--- config.mk ---
export PLATFORM = sky130hd
export DESIGN_NAME = id_stage
export DESIGN_NICKNAME = d
export VERILOG_FILES = /design/src/rtl/id_stage_pkg.sv /design/src/rtl/id_stage_decoder.sv /design/src/rtl/id_stage.sv
export SDC_FILE = /design/constraint.sdc
export NUM_CORES = 1
export LEC_CHECK = 0
export CELL_PAD_IN_SITES_DETAIL_PLACEMENT = 1
export CELL_PAD_IN_SITES_GLOBAL_PLACEMENT = 2
export CORE_MARGIN = 4
export CORE_UTILIZATION = 23
export CTS_CLUSTER_SIZE = 10
export DETAILED_ROUTE_END_ITERATION = 8
export GPL_TIMING_DRIVEN = 0
export PLACE_DENSITY = 0.94
export SETUP_SLACK_MARGIN = 0.05
export SYNTH_ARGS = -nofsm -noshare
export SYNTH_HDL_FRONTEND = slang
export SYNTH_HIERARCHICAL = 1
export SYNTH_SLANG_ARGS = --single-unit
--- constraint.sdc ---
create_clock -name clk -period 4.9 [get_ports clk]
set_input_delay 0.49 -clock clk [delete_from_list [all_inputs] [get_ports clk]]
set_output_delay 0.49 -clock clk [all_outputs]
set_load 0.03 [all_outputs]
--- src/rtl/id_stage_pkg.sv ---
// Shared constants for the LA32R decode stage: ALU op/result-class codes,
// opcode field values for the supported integer subset, immediate helper.
package id_stage_pkg;

    // ALU operation codes carried to EX
    localparam logic [7:0] ALU_NOP = 8'h00;
    localparam logic [7:0] ALU_ADD = 8'h01;
    localparam logic [7:0] ALU_SUB = 8'h02;
    localparam logic [7:0] ALU_SLT = 8'h03;
    localparam logic [7:0] ALU_AND = 8'h04;
    localparam logic [7:0] ALU_OR  = 8'h05;
    localparam logic [7:0] ALU_XOR = 8'h06;
    localparam logic [7:0] ALU_NOR = 8'h07;
    localparam logic [7:0] ALU_LUI = 8'h08;

    // Result class selected in EX
    localparam logic [2:0] ALU_SEL_NOP   = 3'd0;
    localparam logic [2:0] ALU_SEL_LOGIC = 3'd1;
    localparam logic [2:0] ALU_SEL_ARITH = 3'd2;
    localparam logic [2:0] ALU_SEL_MOVE  = 3'd3;

    // 3R-type: opcode in inst[31:15]
    localparam logic [16:0] OP17_ADD_W = 17'h00020;
    localparam logic [16:0] OP17_SUB_W = 17'h00022;
    localparam logic [16:0] OP17_SLT   = 17'h00024;
    localparam logic [16:0] OP17_NOR   = 17'h00028;
    localparam logic [16:0] OP17_AND   = 17'h00029;
    localparam logic [16:0] OP17_OR    = 17'h0002A;
    localparam logic [16:0] OP17_XOR   = 17'h0002B;

    // 2RI12-type: opcode in inst[31:22]
    localparam logic [9:0] OP10_ADDI_W = 10'h00A;
    localparam logic [9:0] OP10_ANDI   = 10'h00D;
    localparam logic [9:0] OP10_ORI    = 10'h00E;
    localparam logic [9:0] OP10_XORI   = 10'h00F;

    // 1RI20-type: opcode in inst[31:25]
    localparam logic [6:0] OP7_LU12I_W = 7'h0A;

    typedef enum logic [1:0] {
        IMM_NONE,
        IMM_UI12,
        IMM_SI12,
        IMM_SI20
    } imm_kind_e;

    // f is inst[24:5]; the 12-bit immediate field inst[21:10] sits at f[16:5]
    function automatic logic [31:0] gen_imm(input imm_kind_e kind, input logic [19:0] f);
        case (kind)
            IMM_UI12: return {20'b0, f[16:5]};
            IMM_SI12: return {{20{f[16]}}, f[16:5]};
            IMM_SI20: return {f, 12'b0};
            default:  return 32'b0;
        endcase
    endfunction

endpackage

--- src/rtl/id_stage_decoder.sv ---
// Combinational instruction decoder: opcode match, ALU op, register read
// addresses (zero when a source is unused), immediate and destination.
module id_stage_decoder
    import id_stage_pkg::*;
#(
    parameter int RADDR_W = 5
) (
    input  logic [31:0]        inst_i,
    output logic [7:0]         aluop_o,
    output logic [2:0]         alusel_o,
    output logic [RADDR_W-1:0] raddr1_o,
    output logic [RADDR_W-1:0] raddr2_o,
    output logic               use_imm_o,
    output logic [31:0]        imm_o,
    output logic [RADDR_W-1:0] waddr_o,
    output logic               wen_o,
    output logic               illegal_o
);

    logic [16:0]  op17;
    logic [9:0]   op10;
    logic [6:0]   op7;
    logic [4:0]   rd, rj, rk;
    logic         re1, re2, legal;
    imm_kind_e    kind;

    assign op17 = inst_i[31:15];
    assign op10 = inst_i[31:22];
    assign op7  = inst_i[31:25];
    assign rd   = inst_i[4:0];
    assign rj   = inst_i[9:5];
    assign rk   = inst_i[14:10];

    // Opcode match; 3R opcodes have inst[31:22]==0 so the two tables never overlap
    always_comb begin
        aluop_o   = ALU_NOP;
        alusel_o  = ALU_SEL_NOP;
        re1       = 1'b0;
        re2       = 1'b0;
        use_imm_o = 1'b0;
        kind      = IMM_NONE;
        legal     = 1'b0;
        if (op7 == OP7_LU12I_W) begin
            aluop_o   = ALU_LUI;
            alusel_o  = ALU_SEL_MOVE;
            use_imm_o = 1'b1;
            kind      = IMM_SI20;
            legal     = 1'b1;
        end else begin
            case (op10)
                OP10_ADDI_W: begin aluop_o = ALU_ADD; alusel_o = ALU_SEL_ARITH; kind = IMM_SI12; legal = 1'b1; end
                OP10_ANDI:   begin aluop_o = ALU_AND; alusel_o = ALU_SEL_LOGIC; kind = IMM_UI12; legal = 1'b1; end
                OP10_ORI:    begin aluop_o = ALU_OR;  alusel_o = ALU_SEL_LOGIC; kind = IMM_UI12; legal = 1'b1; end
                OP10_XORI:   begin aluop_o = ALU_XOR; alusel_o = ALU_SEL_LOGIC; kind = IMM_UI12; legal = 1'b1; end
                default: ;
            endcase
            if (legal) begin
                re1       = 1'b1;
                use_imm_o = 1'b1;
            end
            case (op17)
                OP17_ADD_W: begin aluop_o = ALU_ADD; alusel_o = ALU_SEL_ARITH; legal = 1'b1; end
                OP17_SUB_W: begin aluop_o = ALU_SUB; alusel_o = ALU_SEL_ARITH; legal = 1'b1; end
                OP17_SLT:   begin aluop_o = ALU_SLT; alusel_o = ALU_SEL_ARITH; legal = 1'b1; end
                OP17_NOR:   begin aluop_o = ALU_NOR; alusel_o = ALU_SEL_LOGIC; legal = 1'b1; end
                OP17_AND:   begin aluop_o = ALU_AND; alusel_o = ALU_SEL_LOGIC; legal = 1'b1; end
                OP17_OR:    begin aluop_o = ALU_OR;  alusel_o = ALU_SEL_LOGIC; legal = 1'b1; end
                OP17_XOR:   begin aluop_o = ALU_XOR; alusel_o = ALU_SEL_LOGIC; legal = 1'b1; end
                default: ;
            endcase
            if (op10 == 10'h000 && legal) begin
                re1 = 1'b1;
                re2 = 1'b1;
            end
        end
    end

    // Unused sources read r0 so they can never match a bypass or hazard
    always_comb begin
        raddr1_o  = re1 ? RADDR_W'(rj) : '0;
        raddr2_o  = re2 ? RADDR_W'(rk) : '0;
        illegal_o = !legal;
        waddr_o   = legal ? RADDR_W'(rd) : '0;
        wen_o     = legal && (rd != 5'd0);
        imm_o     = gen_imm(kind, inst_i[24:5]);
    end

endmodule

--- src/rtl/id_stage.sv ---
// Registered decode stage: decodes, reads the regfile, bypasses EX/MEM
// results, stalls on load-use, and handshakes with IF and EX.
module id_stage
    import id_stage_pkg::*;
#(
    parameter int DATA_W  = 32,
    parameter int RADDR_W = 5,
    parameter int FWD_EN  = 1
) (
    input  logic               clk,
    input  logic               rst,
    input  logic               flush,
    input  logic               in_valid,
    output logic               in_ready,
    input  logic [31:0]        in_pc,
    input  logic [31:0]        in_inst,
    output logic [RADDR_W-1:0] rf_raddr1,
    output logic [RADDR_W-1:0] rf_raddr2,
    input  logic [DATA_W-1:0]  rf_rdata1,
    input  logic [DATA_W-1:0]  rf_rdata2,
    input  logic               ex_wen,
    input  logic [RADDR_W-1:0] ex_waddr,
    input  logic [DATA_W-1:0]  ex_wdata,
    input  logic               ex_is_load,
    input  logic               mem_wen,
    input  logic [RADDR_W-1:0] mem_waddr,
    input  logic [DATA_W-1:0]  mem_wdata,
    output logic               out_valid,
    input  logic               out_ready,
    output logic [31:0]        out_pc,
    output logic [7:0]         out_aluop,
    output logic [2:0]         out_alusel,
    output logic [DATA_W-1:0]  out_src1,
    output logic [DATA_W-1:0]  out_src2,
    output logic [RADDR_W-1:0] out_waddr,
    output logic               out_wen,
    output logic               out_illegal
);

    logic [7:0]         dec_aluop;
    logic [2:0]         dec_alusel;
    logic [RADDR_W-1:0] dec_raddr1, dec_raddr2, dec_waddr;
    logic               dec_use_imm, dec_wen, dec_illegal;
    logic [31:0]        dec_imm;

    logic               ex_hit1, ex_hit2, mem_hit1, mem_hit2;
    logic               hazard, in_fire, load;
    logic [DATA_W-1:0]  src1_d, src2_d;

    logic               out_valid_q, out_valid_d;
    logic [31:0]        out_pc_q;
    logic [7:0]         out_aluop_q;
    logic [2:0]         out_alusel_q;
    logic [DATA_W-1:0]  out_src1_q, out_src2_q;
    logic [RADDR_W-1:0] out_waddr_q;
    logic               out_wen_q, out_illegal_q;

    id_stage_decoder #(.RADDR_W(RADDR_W)) u_id_decoder (
        .inst_i    (in_inst),
        .aluop_o   (dec_aluop),
        .alusel_o  (dec_alusel),
        .raddr1_o  (dec_raddr1),
        .raddr2_o  (dec_raddr2),
        .use_imm_o (dec_use_imm),
        .imm_o     (dec_imm),
        .waddr_o   (dec_waddr),
        .wen_o     (dec_wen),
        .illegal_o (dec_illegal)
    );

    assign rf_raddr1 = dec_raddr1;
    assign rf_raddr2 = dec_raddr2;

    // Bypass matches; a zero read address means "r0 or unused", never a match
    always_comb begin
        ex_hit1  = ex_wen  && (ex_waddr  == dec_raddr1) && (dec_raddr1 != '0);
        ex_hit2  = ex_wen  && (ex_waddr  == dec_raddr2) && (dec_raddr2 != '0);
        mem_hit1 = mem_wen && (mem_waddr == dec_raddr1) && (dec_raddr1 != '0);
        mem_hit2 = mem_wen && (mem_waddr == dec_raddr2) && (dec_raddr2 != '0);
    end

    // Load-use stalls when forwarding; without forwarding any pending write stalls
    always_comb begin
        if (FWD_EN != 0) hazard = ex_is_load && (ex_hit1 || ex_hit2);
        else             hazard = ex_hit1 || ex_hit2 || mem_hit1 || mem_hit2;
        in_ready = !rst && !hazard && (!out_valid_q || out_ready);
        in_fire  = in_valid && in_ready;
    end

    // Operand select: r0 -> 0, then EX, then MEM, then regfile; imm replaces src2
    always_comb begin
        if (dec_raddr1 == '0) src1_d = '0;
        else if (ex_hit1)     src1_d = ex_wdata;
        else if (mem_hit1)    src1_d = mem_wdata;
        else                  src1_d = rf_rdata1;
        if (dec_use_imm)      src2_d = DATA_W'(dec_imm);
        else if (dec_raddr2 == '0) src2_d = '0;
        else if (ex_hit2)     src2_d = ex_wdata;
        else if (mem_hit2)    src2_d = mem_wdata;
        else                  src2_d = rf_rdata2;
    end

    // Valid next-state: flush wins, then a new accept, then drain (bubble) on out_ready
    always_comb begin
        out_valid_d = out_valid_q;
        load        = 1'b0;
        if (flush) begin
            out_valid_d = 1'b0;
        end else if (in_fire) begin
            out_valid_d = 1'b1;
            load        = 1'b1;
        end else if (out_ready) begin
            out_valid_d = 1'b0;
        end
    end

    // Output bundle register; payload only changes on an accepted instruction
    always_ff @(posedge clk) begin
        if (rst) begin
            out_valid_q   <= 1'b0;
            out_pc_q      <= '0;
            out_aluop_q   <= '0;
            out_alusel_q  <= '0;
            out_src1_q    <= '0;
            out_src2_q    <= '0;
            out_waddr_q   <= '0;
            out_wen_q     <= 1'b0;
            out_illegal_q <= 1'b0;
        end else begin
            out_valid_q <= out_valid_d;
            if (load) begin
                out_pc_q      <= in_pc;
                out_aluop_q   <= dec_aluop;
                out_alusel_q  <= dec_alusel;
                out_src1_q    <= src1_d;
                out_src2_q    <= src2_d;
                out_waddr_q   <= dec_waddr;
                out_wen_q     <= dec_wen;
                out_illegal_q <= dec_illegal;
            end
        end
    end

    assign out_valid   = out_valid_q;
    assign out_pc      = out_pc_q;
    assign out_aluop   = out_aluop_q;
    assign out_alusel  = out_alusel_q;
    assign out_src1    = out_src1_q;
    assign out_src2    = out_src2_q;
    assign out_waddr   = out_waddr_q;
    assign out_wen     = out_wen_q;
    assign out_illegal = out_illegal_q;

endmodule

==> qor.yml <==
gr-usage-met1_pct: 26.1
seqCellArea_mm2: 0.00230
fmax_mhz: 215
area_growth_pct: 66.5
final_hold_viol_count: 0
htreeDepth: 4
n_fill_cell: 3434
synth_top_area_share_pct: 34.3
grt.met3_usage_pct: 3.82
antenna_left: 0
crit_path_max_incr_delay_ns: 0.60
ys_dominant_reg_cell: "dfxtp_1"
cp_num_buf_inv: 4
cp_max_fo: 10
ys_ff_latch: 115
pwr-share-clk_pct: 47.4
first_global_vias: 8506
finalInstanceArea_mm2: 0.0112
synth_edf_count: 0
cp.required_ns: 4.41
ys_types: 51
worstSetupStartpointType: "input pin"
post-route-min-period_ns: 4.65
whs_ns: 0.475
synth_area_mm2: 0.00671
yosys.area.top_type: "dfxtp_1"
async_reset_ff_share_pct: 0
core_mm2: 0.0287
min_path_type: "flip-flop to flip-flop"
avgSynthCellArea_um2: 7.78
place_area_mm2: 0.0105
swShare_pct: 25.5
p_switching_w: 0.000685
path_class: "input pin to output port"
routed_wl_um: 34700
globalRoute.busiestLayer: "met2"
layout_commonest_cell: "clkdlybuf4s50_1"
drt_iter0_markers: 458
dieWidth_um: 179
viasPerCell: 5.01
grt_setup_unrepaired: "no"
layout_common_cells: "332 x clkdlybuf4s50_1, 148 x a21oi_1, 115 x dfxtp_1"
ys_seq_area_share_pct: 34.3
syn_inst: 862
cts.path.max_buffers: 2
hpwlAfterDp_um: 27700
overflow: 0
vias: 8105
start_util_pct: 23.4
nNetsFinal: 1430
grtUsageTotal_pct: 20.7
final_core_util_pct: 38.9
p_int_w: 0.00200
cpMaxStageDelayCell: "or4b_4"
synth.yosys.warnings: 6
synthTopCellsByArea: "dfxtp_1 34%, a21oi_1 11%, o21ai_0 5.9%"
arrival_ns: 4.16
wl_per_cell_um: 21.4
insertion_delay_ns: 0.42
port_buffers: 333
multi_input_area_mm2: 0.00398
status: "finished clean"
drtPass1Iterations: 5
maxSlewViolCount: 0
io_pins: 336
seqPwrFrac_pct: 36.3
p_comb_share_pct: 16.3
finalSetupViolCount: 0
max_slew.worst_pin.slew_ns: 1.00
crit_chain: "clkdlybuf4s50_1 -> or4b_4 -> nor4_4 -> and3_2 -> and2_1 -> xnor2_1 -> o211ai_2 -> or2_1 -> buf_6 -> a21boi_4 -> clkbuf_2 -> nor3_1 -> dlygate4sd2_1"
numCtsBuffers: 17
dieArea_mm2: 0.0320
ir_drop_uv: 219
clkTransAtPathRegs_ns: 0.05
drive_gt1_share_pct: 8.43
cts_tree: "done"
cts.sink_count: 115
worst_path_dominant_cell_family: "simple AND/OR/NAND/NOR gates"
root_buffer: "clkbuf_16"
cap_violations: 0
drc: 0
place_congestion: 0.868
slew_headroom_pct: 32.8
fp.dieH_um: 179
post-route-period-util_pct: 95.0
fin_worst_skew_ns: 0.00673
antenna_found_initial: 3
rows: 62
use_met2_pct: 36.3
p_leak_nw: 3.91
grt_max_degree: 17
grt_pass1_wl_um: 50700
crit_path_end_kind: "output port"
p_per_area_mw_per_mm2: 240
cells by family (layout without fill, tap and decap cells):
kind of cell / Yosys count / count (layout) / share of synthesized area [%]
compound gates: 357 / 357 / 33.1
simple gates: 242 / 242 / 17.9
flops: 115 / 115 / 34.3
buf+inv: 93 / 460 / 6.94
mux: 33 / 33 / 4.92
xor+xnor: 21 / 21 / 2.74
other cells: 1 / 6 / 0.0559
repair_timing:
action,in CTS,in global routing
pin swaps,2,0
endpoints found under the setup margin,1,1
hold buffers,0,0
buffers inserted,2,0
resized for setup,8,5
metrics by stage:
| step | worst slack (ns) | setup TNS (ns) | instances | power, W |
|---|---|---|---|---|
| after global placement | -0.472 | -1.47 | 1583 | 0.00142 |
| after CTS | 0.173 | 0 | 1617 | 0.00271 |
| after detailed placement | -0.515 | -2.44 | 1583 | 0.00143 |
| after floorplan | 0.927 | 0 | 866 | 0.00114 |
| final | 0.247 | 0 | 1618 | 0.00268 |
| after global routing | 0.0711 | 0 | 1618 | 0.00277 |
sequential cells by signal (all words and copies together) (netlist names):
signal	flops
out_alusel	3
out_illegal	1
out_src2	32
out_aluop	8
out_valid	1
out_wen	1
out_pc	32
out_src1	32
out_waddr	5
worst paths after layout:
path / from / endpoint / slack [ns] / depth (start not counted)
setup / recovery: in_inst[24] / in_ready / 0.25 / 13
hold / removal: out_pc[2]$_SDFFE_PP0P_ / out_pc[2]$_SDFFE_PP0P_ / 0.48 / 2
setup reg to reg: out_valid$_SDFFE_PP0P_ / out_src1[18]$_SDFFE_PP0P_ / 2.41 / 6
hold reg to reg: out_pc[2]$_SDFFE_PP0P_ / out_pc[2]$_SDFFE_PP0P_ / 0.48 / 2
Yosys cell counts, types with 2 or more instances:
master / number
nor4_4: 2
buf_2: 27
nor4_2: 4
nor2b_1: 2
clkbuf_1: 45
buf_4: 9
a21oi_1: 149
and3_1: 2
xnor2_1: 14
or2_2: 2
dfxtp_1: 115
o21ai_0: 79
a22o_1: 32
or4_4: 2
nand2_1: 81
buf_1: 2
or3_1: 2
a311o_1: 3
a21o_1: 48
inv_1: 4
o21a_1: 3
nor4_1: 2
buf_6: 5
a311oi_1: 30
mux2i_1: 33
nor3_1: 7
o21ai_1: 3
xor2_1: 7
or4_1: 2
nor2_1: 47
nand3_1: 51
nand2b_1: 4
nand4_1: 4
and2_1: 23
tightest hold or removal path: cells and delay by family, from the launching register on:
family	cells	cell delay, ns
compound gates	2	0.12
flops	1	0.30
metal layers:
layer,wire length [µm],vias up
met1,14800,3965
met3,1840,43
met4,779,4
met2,17200,245
met5,27,-
li1,-,3848
power groups by stage:
stage | Clock, W | Combinational [W] | Sequential (W)
CTS | 0.00130 | 0.000439 | 0.000972
floorplan | 0 | 0.000108 | 0.00104
global route | 0.00133 | 0.000466 | 0.000975
detailed placement | 0 | 0.000436 | 0.000993
global placement | 0 | 0.000430 | 0.000992
finish | 0.00127 | 0.000437 | 0.000972
layout make-up:
type,count,area share [%]
multi-input cells,658,35.6
diodes,1,0.0224
inverters,4,0.134
flip-flops and latches,115,20.6
clock inverters,9,0.919
repair buffers,335,30.0
clock buffers,23,4.37
plain buffers,89,4.04
well taps,384,4.30
Note: power is estimated with default switching activity, not from simulation.
